==> config.mk <==
export PLATFORM = sky130hd
export DESIGN_NAME = ccff_chain_loader
export DESIGN_NICKNAME = d
export VERILOG_FILES = /design/src/rtl/ccff_loader_pkg.sv /design/src/rtl/ccff_chain_loader_packer.sv /design/src/rtl/ccff_chain_loader.sv
export SDC_FILE = /design/constraint.sdc
export NUM_CORES = 1
export LEC_CHECK = 0
export ABC_AREA = 0
export CORE_MARGIN = 2
export CORE_UTILIZATION = 45
export CTS_BUF_LIST = sky130_fd_sc_hd__clkbuf_8
export DETAILED_ROUTE_END_ITERATION = 7
export PLACE_DENSITY = 0.69
export SLEW_MARGIN = 20
export SYNTH_ARGS = -nofsm -noshare
export SYNTH_HDL_FRONTEND = slang
export SYNTH_HIERARCHICAL = 1
export SYNTH_SLANG_ARGS = --single-unit
==> constraint.sdc <==
create_clock -name prog_clk -period 5.8 [get_ports prog_clk]
set_input_delay 1.16 -clock prog_clk [delete_from_list [all_inputs] [get_ports prog_clk]]
set_output_delay 1.16 -clock prog_clk [all_outputs]
set_load 0.03 [all_outputs]
==> src/rtl/ccff_loader_pkg.sv <==
// Shared types and default sizes for the configuration-chain loader.
// Latency: n/a (declarations only).
// Backpressure: n/a.
package ccff_loader_pkg;

    localparam int WORD_W_DEF = 32;
    localparam int LEN_W_DEF  = 20;

    typedef enum logic [1:0] {
        IDLE   = 2'd0,
        FETCH  = 2'd1,
        SHIFT  = 2'd2,
        FINISH = 2'd3
    } state_e;

endpackage

==> src/rtl/ccff_chain_loader_packer.sv <==
// Packs bits captured from the chain tail into readback words (LSB first).
// Latency: a word is visible on rd_valid the cycle after its last bit is captured.
// Backpressure: one-entry output register; stall warns the loader before a push can collide.
module ccff_readback_packer #(
    parameter int WORD_W = 32,
    parameter int CNT_W  = $clog2(WORD_W)
) (
    input  logic              prog_clk,
    input  logic              pReset,
    input  logic              rb_en,
    input  logic              cap_en,
    input  logic              cap_last,
    input  logic              cap_tail,
    input  logic              next_last,
    input  logic              rd_ready,
    output logic              rd_valid,
    output logic [WORD_W-1:0] rd_data,
    output logic              stall
);

    localparam logic [CNT_W-1:0] LAST_IDX   = CNT_W'(WORD_W - 1);
    localparam logic [CNT_W:0]   AHEAD_LAST = (CNT_W + 1)'(WORD_W - 1);

    logic [CNT_W-1:0]  cnt_q, cnt_d;
    logic [WORD_W-1:0] cap_q, cap_d;
    logic              rd_valid_q, rd_valid_d;
    logic [WORD_W-1:0] rd_data_q, rd_data_d;
    logic [WORD_W-1:0] word;
    logic [CNT_W:0]    ahead;

    // Capture one tail bit per shift edge; push a word when full or on the final bit.
    always_comb begin
        cnt_d      = cnt_q;
        cap_d      = cap_q;
        rd_valid_d = rd_valid_q & ~rd_ready;
        rd_data_d  = rd_data_q;
        word       = cap_q | (WORD_W'(cap_tail) << cnt_q);
        if (rb_en && cap_en) begin
            if (cap_last || cnt_q == LAST_IDX) begin
                rd_valid_d = 1'b1;
                rd_data_d  = word;
                cap_d      = '0;
                cnt_d      = '0;
            end else begin
                cap_d = word;
                cnt_d = cnt_q + 1'b1;
            end
        end
        // The strobe being decided now is captured one edge later, after any
        // capture already in flight; stall it if it would push into a full register.
        ahead = {1'b0, cnt_q} + {{CNT_W{1'b0}}, cap_en};
        stall = rb_en & rd_valid_q & ~rd_ready & ((ahead == AHEAD_LAST) | next_last);
    end

    // Capture and output registers.
    always_ff @(posedge prog_clk) begin
        if (pReset) begin
            cnt_q      <= '0;
            cap_q      <= '0;
            rd_valid_q <= 1'b0;
            rd_data_q  <= '0;
        end else begin
            cnt_q      <= cnt_d;
            cap_q      <= cap_d;
            rd_valid_q <= rd_valid_d;
            rd_data_q  <= rd_data_d;
        end
    end

    assign rd_valid = rd_valid_q;
    assign rd_data  = rd_data_q;

endmodule

==> src/rtl/ccff_chain_loader.sv <==
// Serializes host bitstream words LSB-first onto the configuration chain, with optional tail readback.
// Latency: start, word handshake, then strobes from the edge after the first SHIFT cycle.
// Backpressure: wr_ready only in FETCH; shifting stalls while a readback push would hit a full register.
module ccff_chain_loader
    import ccff_loader_pkg::*;
#(
    parameter int WORD_W = WORD_W_DEF,
    parameter int LEN_W  = LEN_W_DEF,
    parameter int CNT_W  = $clog2(WORD_W)
) (
    input  logic              prog_clk,
    input  logic              pReset,
    input  logic              start,
    input  logic [LEN_W-1:0]  chain_len,
    input  logic              rb_en,
    input  logic              wr_valid,
    input  logic [WORD_W-1:0] wr_data,
    output logic              wr_ready,
    output logic              ccff_head,
    output logic              config_enable,
    input  logic              ccff_tail,
    output logic              rd_valid,
    output logic [WORD_W-1:0] rd_data,
    input  logic              rd_ready,
    output logic              busy,
    output logic              done
);

    localparam logic [CNT_W-1:0] LAST_IDX = CNT_W'(WORD_W - 1);
    localparam logic [LEN_W-1:0] ONE_BIT  = LEN_W'(1);

    state_e            state_q, state_d;
    logic [LEN_W-1:0]  rem_q, rem_d;
    logic              rb_en_q, rb_en_d;
    logic [WORD_W-1:0] shreg_q, shreg_d;
    logic [CNT_W-1:0]  idx_q, idx_d;
    logic              ccff_head_q, ccff_head_d;
    logic              config_enable_q, config_enable_d;
    logic              last_q, last_d;
    logic              stall;
    logic              next_last;

    assign next_last = (state_q == SHIFT) && (rem_q == ONE_BIT);

    // Next-state and datapath control for the load sequence.
    always_comb begin
        state_d         = state_q;
        rem_d           = rem_q;
        rb_en_d         = rb_en_q;
        shreg_d         = shreg_q;
        idx_d           = idx_q;
        ccff_head_d     = ccff_head_q;
        config_enable_d = 1'b0;
        last_d          = 1'b0;
        wr_ready        = 1'b0;
        done            = 1'b0;
        case (state_q)
            IDLE: begin
                if (start) begin
                    rem_d   = chain_len;
                    rb_en_d = rb_en;
                    state_d = (chain_len == '0) ? FINISH : FETCH;
                end
            end
            FETCH: begin
                wr_ready = 1'b1;
                if (wr_valid) begin
                    shreg_d = wr_data;
                    idx_d   = '0;
                    state_d = SHIFT;
                end
            end
            SHIFT: begin
                if (!stall) begin
                    config_enable_d = 1'b1;
                    ccff_head_d     = shreg_q[0];
                    last_d          = (rem_q == ONE_BIT);
                    shreg_d         = shreg_q >> 1;
                    rem_d           = rem_q - 1'b1;
                    idx_d           = idx_q + 1'b1;
                    if (rem_q == ONE_BIT) begin
                        state_d = FINISH;
                    end else if (idx_q == LAST_IDX) begin
                        state_d = FETCH;
                    end
                end
            end
            FINISH: begin
                // Hold until the final strobe edge has passed so its readback bit is pushed.
                if (!config_enable_q) begin
                    done    = 1'b1;
                    state_d = IDLE;
                end
            end
            default: state_d = IDLE;
        endcase
    end

    // State and output registers; reset aborts any load in progress.
    always_ff @(posedge prog_clk) begin
        if (pReset) begin
            state_q         <= IDLE;
            rem_q           <= '0;
            rb_en_q         <= 1'b0;
            shreg_q         <= '0;
            idx_q           <= '0;
            ccff_head_q     <= 1'b0;
            config_enable_q <= 1'b0;
            last_q          <= 1'b0;
        end else begin
            state_q         <= state_d;
            rem_q           <= rem_d;
            rb_en_q         <= rb_en_d;
            shreg_q         <= shreg_d;
            idx_q           <= idx_d;
            ccff_head_q     <= ccff_head_d;
            config_enable_q <= config_enable_d;
            last_q          <= last_d;
        end
    end

    ccff_readback_packer #(
        .WORD_W (WORD_W),
        .CNT_W  (CNT_W)
    ) u_packer (
        .prog_clk  (prog_clk),
        .pReset    (pReset),
        .rb_en     (rb_en_q),
        .cap_en    (config_enable_q),
        .cap_last  (last_q),
        .cap_tail  (ccff_tail),
        .next_last (next_last),
        .rd_ready  (rd_ready),
        .rd_valid  (rd_valid),
        .rd_data   (rd_data),
        .stall     (stall)
    );

    assign ccff_head     = ccff_head_q;
    assign config_enable = config_enable_q;
    assign busy          = (state_q != IDLE);

endmodule

==> Word level (Yosys, flattened, before mapping) <==
Cells that the tools add are included.
{ "totals": {"regBits": 133, "input_bits": 59, "wordCells": 79} }
{ "op_classes": {"n_eq_ne": 12, "n_reduce_logical": 16, "bitwise_logic": 9, "n_addsub": 4, "shifts": 1, "n_mux": 25} }
{ "op_table": {"columns": ["op", "count"], "rows": [
  ["2-to-1 mux 32 bit", 3],
  ["case mux 32 bit (2 select lines)", 1],
  ["2-to-1 mux 20 bit", 2],
  ["case mux 20 bit (2 select lines)", 1],
  ["bitwise OR 32 bit", 1],
  ["<< shifter 1 x 5 -> 32 bit", 1],
  ["== test 20 x 1 -> 1 bit, second input constant", 1],
  ["logical NOT 20 bit", 1],
  ["subtractor 20 x 1 -> 20 bit, second input constant", 1],
  ["2-to-1 mux 5 bit", 3],
  ["2-to-1 mux 2 bit", 7],
  ["adder 5 x 1 -> 5 bit, second input constant", 2],
  ["== test 5 bit, second input constant", 2],
  ["case mux 5 bit (2 select lines)", 1],
  ["!= test 2 bit, second input constant", 4],
  ["case mux 2 bit (4 select lines)", 1],
  ["adder 5 x 1 -> 6 bit", 1],
  ["== test 6 x 5 -> 1 bit, second input constant", 1],
  ["2-to-1 mux 1 bit", 6],
  ["AND reduction 2 bit", 3],
  ["AND reduction 3 bit", 2],
  ["nonzero test 2 bit", 3],
  ["AND reduction 5 bit", 1],
  ["AND 1 bit", 4],
  ["10 further kinds", 14]
]} }

==> Longest topological paths before layout <==
Gate-level depths: netlist of the first run.
{ "depth": {"word_depth": 6, "ltp_mapped": 16} }

==> Modules after synthesis <==
The synthesis of the first run kept the hierarchy.
{ "modules_own_cells": {"columns": ["module", "instances", "area_each_um2", "cells_per_inst"], "rows": [
  ["ccff_chain_loader", 1, 3368.2, 442],
  ["ccff_readback_packer", 1, 2803.9, 279]
]} }

==> Worst setup path before layout of the first run <==
No wires, ideal clock.
{ "synth_path": {"path_type": "input to register", "start": "input port rd_ready", "end": "register shreg_q[14]", "t_arrival_ps": 2946, "path_buffers": 3, "path_slack_ps": 2763, "cell_stages": 10, "path_cell_list": "and3b_1 nand3_1 o21ai_0 clkbuf_1 or3b_2 buf_2 nand2_1 clkbuf_1 nor2_1 a311oi_1"} }
{ "synth_via": {"elab_chain_cells": 5} }
{ "synth_lines": {"columns": ["item", "line", "rtl"], "rows": [
  ["start: declaration", "ccff_chain_loader.sv:24", "input logic rd_ready,"],
  ["NOT 1 bit", "ccff_chain_loader_packer.sv:52", "stall = rb_en & rd_valid_q & ~rd_ready & ((ahead == AHEAD_LAST) | next_last);"],
  ["AND 1 bit (2 in a row)", "ccff_chain_loader_packer.sv:52", null],
  ["via stall", "ccff_chain_loader.sv:40", "logic stall;"],
  ["!= test 2 bit (no line)", null, null],
  ["AND reduction 3 bit (no line)", null, null],
  ["end signal: assignment", "ccff_chain_loader.sv:114", "shreg_q <= shreg_d;"],
  ["end: declaration", "ccff_chain_loader.sv:35", "logic [WORD_W-1:0] shreg_q, shreg_d;"]
]} }
The timed path passes the listed nets, and every way through them passes these cells.
A chain may end at the register's enable or synchronous reset.

==> Final worst setup path of the first run <==
{ "layout_path": {"start": "register state_q[0]", "end": "output port done"} }
{ "layout_via": {"elab_chain_cells": 2} }
{ "layout_lines": {"columns": ["item", "line", "rtl"], "rows": [
  ["start: declaration", "ccff_chain_loader.sv:32", "state_e state_q, state_d;"],
  ["start signal: assignment", "ccff_chain_loader.sv:111", "state_q <= state_d;"],
  ["== test 2 bit", "ccff_chain_loader.sv:57", "case (state_q)"],
  ["2-to-1 mux 1 bit", "ccff_chain_loader.sv:57", null],
  ["end: declaration", "ccff_chain_loader.sv:26", "output logic done"]
]} }
No other way between the ends.

==> reports/metrics.cfg, run 1 <==
[synth]
ys_ff_latch=133
synth_area_um2=6170
synth_warnings=6
yosys.cell_count.top_type=dfxtp_1
syn_avg_cell_area_um2=8.56
yosysTopAreaCell=dfxtp_1
synth_top_area_frac=0.431
syn_inst=721
synthesis.nets=788
postSynth.asyncResetShare=0
synthFlopType=dfxtp_1
synth.area.top_cells=dfxtp_1 (43%), nor2_1 (5.3%), a21oi_1 (5.3%), nand2_1 (5.0%), a311oi_1 (4.4%)
ys_types=62
ys_seq_area_frac=0.431
ys_top_cells_by_count=dfxtp_1 (133), nor2_1 (87), nand2_1 (82), a21oi_1 (65), a31oi_1 (40)
synth_edf_count=0

[critical_path]
regToRegSetupSlack_ns=2.21
worstSetupPathDepth=3
path_delay_family=flip-flops
r2r_cells=10
end_kind=primary output
required_ns=4.64
critical-path-max-stage-delay_ns=0.91
crit_start=state_q[0]
critPathArrivalTime_ns=2.54
crit_type=flip-flop to primary output
endpoint=done
worst-path-buf-inv=1
critPathMaxFanout=25
r2r-end=shreg_q[8]
cp_cell_sequence=nor2b_1 -> and2_1 -> clkdlybuf4s50_1
r2r-start=state_q[0]
cp_slowest_cell=dfxtp_1
setup.worst_path.start_class=flip-flop

[pwr]
ir_drop_mv=0.175
cellPowerDensity_nw_per_um2=305
p_leak_nw=2.67

[timing]
tightest_slew_ns=0.978
min_period_ns=3.70
drv_slew=0
hold_viol=0
rsz0062_at_grt=false
setup-tns-final_ns=0
finalClockSkew_ns=0.0130
period_share=0.638
fmaxAchievable_mhz=270
setup_violations=0
slew_headroom=0.348
hold_ws_ns=0.466

[cts]
numCtsBuffers=17
postCtsResizedCells=0
htree_num_levels=4
insertion_delay_ns=0.46
cts.clk_slew.worst_paths_ns=0.07
clockBufferDepth=2
clock-sinks=133
cts_hold_buf=0
cts_root_buf=clkbuf_8
cts_tree=yes
cts_setup_buffers=0

[floorplanning]
die_area_um2=14700
placementRows=42
fp.dieW_um=121
num_io_pins=97
fp.dieH_um=121
initial_utilization=0.464
design.core.area_um2=13300

[finish]
fillers=1183
drive_gt1_frac=0.0888
seqCellArea_um2=2660
nNetsFinal=842
area_growth_pct=21.5
antenna_cells=0
multi_input_area_um2=3200

[outcome]
violations=DRC
status=finished, violations left

[global_routing]
antenna_found_initial=0
grt_pass1_vias=5236
grt_pass1_wl_mm=25.6
grt_start_max_net_pins=74
grt_usage=0.218
overflow=0

[min_path]
hp-class=flip-flop to flip-flop

[routing]
drtIter0Drc=488
wl_per_cell_um=16.1
dr.pass1.iters=8
wl_mm=15.5
antenna_left=0
viasPerCell=5.85
drc=4
vias=5643

[job]
max_cap_violations=0

[place]
finalWeightedCongestion=0.893
portBuffers=96
dp_hpwl_mm=10.3

[where the power goes]
| part | switching, W | internal [W] | leakage, nW |
|---|---|---|---|
| clock | 0.000372 | 0.000415 | 0.206 |
| combinational | 0.000264 | 0.000187 | 1.38 |
| sequential | 0.0000655 | 0.000980 | 1.08 |
[worst min path at each step]
| stage | from | to | slack, ns | cells after the start |
|---|---|---|---|---|
| after floorplan | shreg_q[0] | ccff_head | 0.43 | 2 |
| after detailed placement | u_packer/rd_data[21] | u_packer/rd_data[21] | 0.45 | 1 |
| after global placement | u_packer/rd_data[18] | u_packer/rd_data[18] | 0.44 | 1 |
| after global routing | u_packer/rd_data[24] | u_packer/rd_data[24] | 0.49 | 1 |
| final | u_packer/rd_data[21] | u_packer/rd_data[21] | 0.47 | 1 |
| after CTS | shreg_q[0] | ccff_head | 0.46 | 2 |
[state kept, by name, indices dropped and copies added (netlist names), 2 cells and up]
name	flops
idx_q	5
rem_q	20
shreg_q	32
state_q	2
u_packer/cap_q	32
u_packer/cnt_q	5
u_packer/rd_data	32
[cells by family after synthesis]
kind of cell / Yosys count / synth area share
simple gates: 287 / 0.237
compound gates: 211 / 0.245
flops: 133 / 0.431
buf+inv: 72 / 0.0555
fa+ha+maj: 8 / 0.0162
xor+xnor: 5 / 0.00709
mux: 5 / 0.00831
[layout by cell type (no fill, tap or decap), types with 4 or more instances in the layout]
cell	instances
buf_4	5
nor2_1	87
o21ai_0	13
or2_2	4
clkdlybuf4s50_1	95
nor4_1	10
nand2b_1	5
nand2_1	81
ha_1	8
mux2i_1	4
nand4_1	4
nor2b_1	8
and3_1	7
and2_1	6
a2bb2oi_1	4
clkbuf_8	20
or4_1	7
dfxtp_1	133
o211ai_1	6
a311oi_1	31
nor3_1	9
nor3b_1	4
nand3_1	11
nor4b_1	5
o2bb2ai_1	22
a31oi_1	40
o2bb2ai_2	9
xor2_1	4
and3b_1	7
a21oi_1	65
inv_1	6
or3_1	7
nor3b_2	4
[layer usage]
layer	routed length (um)	global-route usage	up-vias
met1	7160	0.295	2666
met2	7140	0.338	204
met5	0	0	-
met4	310	0.0836	0
li1	-	-	2747
met3	911	0.0498	26
[stage by stage]
step           power (W)   util  area [um2]  instances  setup slack (ns)
2_1_floorplan    0.00137      -        6170        721              2.76
3_3_place_gp     0.00149  0.533        7080        932              1.80
4_1_cts          0.00229  0.563        7490        964              1.94
5_1_grt          0.00240  0.564        7500        964              1.91
6_report         0.00228  0.564        7500        964              2.10
3_5_place_dp     0.00151  0.533        7080        932              1.59
[final cells by class]
| type | instances | area share |
|---|---|---|
| multi-input combinational | 516 | 0.426 |
| sequential | 133 | 0.355 |
| timing repair buffer | 101 | 0.132 |
| clock buffer | 20 | 0.0367 |
| tap | 176 | 0.0294 |
| clock inverter | 12 | 0.0172 |
| inverter | 6 | 0.00300 |
No activity file was read; power rests on OpenSTA's default activity.
==> inputs of run 2 (changes only) <==
--- a/config.mk
+++ b/config.mk
@@ -10,7 +10,7 @@
 export CORE_UTILIZATION = 45
 export CTS_BUF_LIST = sky130_fd_sc_hd__clkbuf_8
 export DETAILED_ROUTE_END_ITERATION = 7
-export PLACE_DENSITY = 0.69
+export PLACE_DENSITY = 0.71
 export SLEW_MARGIN = 20
 export SYNTH_ARGS = -nofsm -noshare
 export SYNTH_HDL_FRONTEND = slang
==> constraint.sdc (replaced) <==
create_clock -name prog_clk -period 2.99 [get_ports prog_clk]
set_input_delay 0.598 -clock prog_clk [delete_from_list [all_inputs] [get_ports prog_clk]]
set_output_delay 0.598 -clock prog_clk [all_outputs]
set_load 0.03 [all_outputs]
==> run 2 against run 1 <==
The flow now finishes without violations; die area unchanged; first-iteration DRC count down 22%; largest power group unchanged; hold slack worse by 0.0010 ns; power up 100%; design area up 2.7%; critical path type is now flip-flop to flip-flop; combinational power up 120%; sequential power up 91%; count of clock-buffer cells in the layout down 2; core utilization up 1.5 points.
==> reports/metrics.cfg, run 2 (same netlist as run 1, synthesis figures left out) <==
[timing]
fmaxAchievable_mhz=362
period_share=0.924
tightest_slew_ns=0.820  ; -0.159 ns
rsz0062_at_grt=false
hold_viol=0  ; unchanged
setup-tns-final_ns=0  ; unchanged
drv_slew=0  ; unchanged
setup_violations=0  ; unchanged
min_period_ns=2.76
setup_ws_ns=0.227  ; -1.87 ns
finalClockSkew_ns=0.0110  ; -0.00201 ns
slew_headroom=0.454  ; +0.106

[place]
finalWeightedCongestion=0.883  ; -1.1%
portBuffers=96  ; unchanged
dp_hpwl_mm=11.0  ; +6.7%
dp_slack_ns=0.0968  ; -1.50 ns

[global_routing]
grt_start_max_net_pins=50  ; -32%
grt_pass1_vias=5326  ; +1.7%
antenna_found_initial=0  ; unchanged
grt_pass1_wl_mm=26.0  ; +1.7%
overflow=0  ; unchanged
grt_usage=0.220  ; +0.00125

[pwr]
p_total_w=0.00457  ; +100%
p_leak_nw=2.79  ; +4.5%
cellPowerDensity_nw_per_um2=593  ; +95%
ir_drop_mv=0.284  ; +63%

[routing]
viasPerCell=5.78  ; -1.3%
drtIter0Drc=381  ; -22%
antenna_left=0  ; unchanged
wl_per_cell_um=16.1  ; about the same
wl_mm=15.9  ; +2.4%
drc=0  ; -4
vias=5702  ; +1.0%
dr.pass1.iters=5  ; -3

[min_path]
hp-class=flip-flop to flip-flop

[floorplanning]
fp.dieH_um=121  ; unchanged
initial_utilization=0.464  ; unchanged
die_area_um2=14700  ; unchanged
num_io_pins=97  ; unchanged
fp.dieW_um=121  ; unchanged
design.core.area_um2=13300  ; unchanged
placementRows=42  ; unchanged

[cts]
cts_root_buf=clkbuf_8
insertion_delay_ns=0.44  ; -0.02 ns
cts_tree=yes
htree_num_levels=4  ; unchanged
clock-sinks=133  ; unchanged
numCtsBuffers=17  ; unchanged
cts.clk_slew.worst_paths_ns=0.08  ; about the same
clockBufferDepth=2  ; unchanged
cts_hold_buf=0  ; unchanged

[job]
max_cap_violations=0  ; unchanged

[finish]
multi_input_area_um2=3180  ; -0.43%
fillers=1225  ; +3.6%
antenna_cells=0  ; unchanged
drive_gt1_frac=0.111  ; +0.0221
nNetsFinal=865  ; +2.7%
final_common_cell=dfxtp_1
area_growth_pct=24.8
fin_util=0.579  ; +0.0152
most-common-layout-cells=dfxtp_1 (133), clkdlybuf4s50_1 (95), nor2_1 (87), nand2_1 (81), a21oi_1 (65)
seqCellArea_um2=2660  ; unchanged

[critical_path]
worst-path-buf-inv=3  ; +2
critical-path-max-stage-delay_ns=0.59  ; -0.32 ns
required_ns=3.33  ; -1.31 ns
end_kind=flip-flop
cp_slowest_cell=or4_1
crit_type=flip-flop to flip-flop
cp_cell_sequence=or4_1 -> nor4_1 -> buf_4 -> nand4_1 -> inv_1 -> nand2_1 -> o21ai_0 -> or3b_4 -> nand2_2 -> buf_12 -> a311oi_1
critPathMaxFanout=30  ; +20%
critPathArrivalTime_ns=3.10  ; +0.56 ns
path_delay_family=simple AND/OR/NAND/NOR gates
setup.worst_path.start_class=flip-flop

[outcome]
status=finished clean

[run 2: final timing paths]
kind / start / end / slack [ns] / cells after the start
worst max-delay path: rem_q[10] / shreg_q[24] / 0.23 / 11
worst min-delay path: u_packer/rd_data[11] / u_packer/rd_data[11] / 0.47 / 1
worst max register to register: rem_q[10] / shreg_q[24] / 0.23 / 11
worst min register to register: u_packer/rd_data[11] / u_packer/rd_data[11] / 0.47 / 1
[run 2: final cells by class]
class | instances | share of cell area
timing repair buffer | 124 | 0.155
clock inverter | 14 | 0.0226
sequential | 133 | 0.346
multi-input combinational | 516 | 0.413
clock buffer | 18 | 0.0322
inverter | 6 | 0.00292
tap | 176 | 0.0286
[run 2: layer usage]
metal  share of wire  GRT usage
met1            0.45      0.285
met4           0.012     0.0719
met3           0.060     0.0498
met5               0          0
met2            0.48      0.360
[run 2: through the flow]
step | std cells | hold WS (ns) | area [um2]
finish | 987 | 0.465 | 7700
floorplan | 721 | 0.432 | 6170
detailed placement | 955 | 0.446 | 7280
global placement | 955 | 0.443 | 7280
global route | 987 | 0.480 | 7700
CTS | 987 | 0.471 | 7700
[run 2: where the power goes]
part	internal, W	switching (W)
combinational	0.000434	0.000553
clock	0.000854	0.000718
sequential	0.00190	0.000106
[run 2: what timing repair did]
action,in CTS,in global routing
gates resized for setup,0,1
setup endpoints to repair,0,4
setup buffers,0,0
==> inputs of run 3 (changes only) <==
--- a/config.mk
+++ b/config.mk
@@ -7,10 +7,10 @@
 export LEC_CHECK = 0
 export ABC_AREA = 0
 export CORE_MARGIN = 2
-export CORE_UTILIZATION = 45
+export CORE_UTILIZATION = 50
 export CTS_BUF_LIST = sky130_fd_sc_hd__clkbuf_8
 export DETAILED_ROUTE_END_ITERATION = 7
-export PLACE_DENSITY = 0.71
+export PLACE_DENSITY = 0.78
 export SLEW_MARGIN = 20
 export SYNTH_ARGS = -nofsm -noshare
 export SYNTH_HDL_FRONTEND = slang
==> run 3 against run 2 <==
Core utilization up 5.9 points; design area down 0.49%; combinational power up 0.9%; critical path depth up 1; count of clock-buffer cells in the layout unchanged; critical path type unchanged.
==> reports/metrics.cfg, run 3 (same netlist as run 1, synthesis figures left out) <==
[finish]
nNetsFinal=867  ; +0.23%
fin_util=0.638  ; +0.0588
most-common-layout-cells=dfxtp_1 (133), clkdlybuf4s50_1 (95), nor2_1 (86), nand2_1 (81), a21oi_1 (65)
drive_gt1_frac=0.115  ; +0.00356
area_growth_pct=24.1
final_common_cell=dfxtp_1
antenna_cells=0  ; unchanged

[cts]
insertion_delay_ns=0.44  ; about the same
cts_root_buf=clkbuf_8
clock-sinks=133  ; unchanged
clockBufferDepth=2  ; unchanged
numCtsBuffers=17  ; unchanged
htree_num_levels=4  ; unchanged
cts.clk_slew.worst_paths_ns=0.08  ; about the same
cts_tree=yes
cts_setup_buffers=0  ; unchanged

[timing]
setup-tns-final_ns=0  ; unchanged
fmaxAchievable_mhz=355  ; -1.8%
rsz0062_at_grt=false
min_period_ns=2.81  ; +0.0511 ns
tightest_slew_ns=0.872  ; +0.0524 ns
slew_headroom=0.419  ; -0.0349
setup_violations=0  ; unchanged
hold_viol=0  ; unchanged
finalClockSkew_ns=0.0114  ; +0.000342 ns
drv_slew=0  ; unchanged
period_share=0.941  ; +0.0171

[pwr]
ir_drop_mv=0.351  ; +24%
p_leak_nw=2.80  ; +0.23%
cellPowerDensity_nw_per_um2=597  ; +0.59%

[floorplanning]
placementRows=40  ; -4.8%
die_area_um2=13200  ; -9.7%
fp.dieW_um=115  ; -5.0%
fp.dieH_um=115  ; -5.0%
design.core.area_um2=12000  ; -9.7%
initial_utilization=0.514  ; +0.0496
num_io_pins=97  ; unchanged

[routing]
viasPerCell=6.06  ; +4.9%
antenna_left=0  ; unchanged
wl_per_cell_um=16.5  ; +2.2%
wl_mm=15.8  ; -0.74%
vias=5814  ; +2.0%
drtIter0Drc=506  ; +33%
drc=0  ; unchanged
dr.pass1.iters=5  ; unchanged

[outcome]
status=finished clean

[global_routing]
grt_usage=0.246  ; +0.0269
grt_pass1_vias=5497  ; +3.2%
overflow=0  ; unchanged
grt_pass1_wl_mm=26.3  ; +0.88%
grt_start_max_net_pins=56  ; +12%
antenna_found_initial=0  ; unchanged

[place]
portBuffers=96  ; unchanged
dp_hpwl_mm=11.1  ; +1.0%
finalWeightedCongestion=0.931  ; +5.4%

[critical_path]
critPathMaxFanout=7  ; -77%
critPathArrivalTime_ns=3.13  ; +0.03 ns
setup.worst_path.start_class=flip-flop
crit_type=flip-flop to flip-flop
end_kind=flip-flop
required_ns=3.30  ; -0.03 ns
r2r_cells=12  ; +1

[job]
max_cap_violations=0  ; unchanged

[min_path]
hp-class=flip-flop to flip-flop
min_path_cells=1  ; unchanged

-- run 3: cell types whose count changed in the layout (fill, tap and decap cells not counted), sizes merged --
cell      change
buf           +2
clkinv        -1
clkinvlp      -1
inv           +1
-- run 3: power by group --
group / internal [W] / leakage, nW / switching (W)
logic: 0.000429 / 1.51 / 0.000567
registers: 0.00190 / 1.08 / 0.0000979
clock network: 0.000858 / 0.209 / 0.000719
total: 0.00319 / 2.80 / 0.00138
-- run 3: repair_timing --
item / CTS / global route
hold buffers: 0 / 0
setup endpoints to repair: 0 / 3
endpoints found under the hold margin: 0 / 0
gates resized for setup: 0 / 1
-- run 3: cell type report --
type                       count  area (um2)
clock buffer                  18         248
clock inverter                13         170
fill                        1004        4350
inverter                       6        22.5
multi-input combinational    516        3180
sequential                   133        2660
tap                          147         184
timing repair buffer         126        1190
-- run 3: stage by stage --
| step | hold slack (ns) | setup slack [ns] | total power [W] | cell area [um2] | instances |
|---|---|---|---|---|---|
| 5_1_grt | 0.484 | 0.0206 | 0.00480 | 7660 | 959 |
| 3_3_place_gp | 0.442 | 0.214 | 0.00298 | 7240 | 928 |
| 6_report | 0.463 | 0.176 | 0.00457 | 7660 | 959 |
| 4_1_cts | 0.464 | 0.207 | 0.00459 | 7660 | 959 |
| 2_1_floorplan | 0.432 | 0.0464 | 0.00266 | 6170 | 721 |
| 3_5_place_dp | 0.446 | 0.122 | 0.00301 | 7240 | 928 |
-- run 3: worst paths after layout --
check | startpoint | slack [ns] | to
hold / removal | u_packer/rd_data[23] | 0.46 | u_packer/rd_data[23]
setup reg to reg | rem_q[10] | 0.18 | rem_q[19]
hold reg to reg | u_packer/rd_data[23] | 0.46 | u_packer/rd_data[23]
setup / recovery | rem_q[10] | 0.18 | rem_q[19]
-- run 3: worst max-delay path: stages, from the launching register on --
cell      delay (ns)
dfxtp_1         0.35
or4_1           0.61
nor4_1          0.26
buf_4           0.17
nand4_1         0.13
inv_1           0.09
nand2_1         0.05
o21ai_0         0.14
buf_4           0.23
nor3b_1         0.07
and3_1          0.23
a221oi_1        0.27
a21oi_1         0.10
-- run 3: metal layers --
metal,GRT usage,wire [um],up-vias
li1,-,-,2800
met1,0.333,7070,2761
met2,0.391,7400,232
met3,0.0532,1130,21
met4,0.0876,195,0
met5,0,0,-
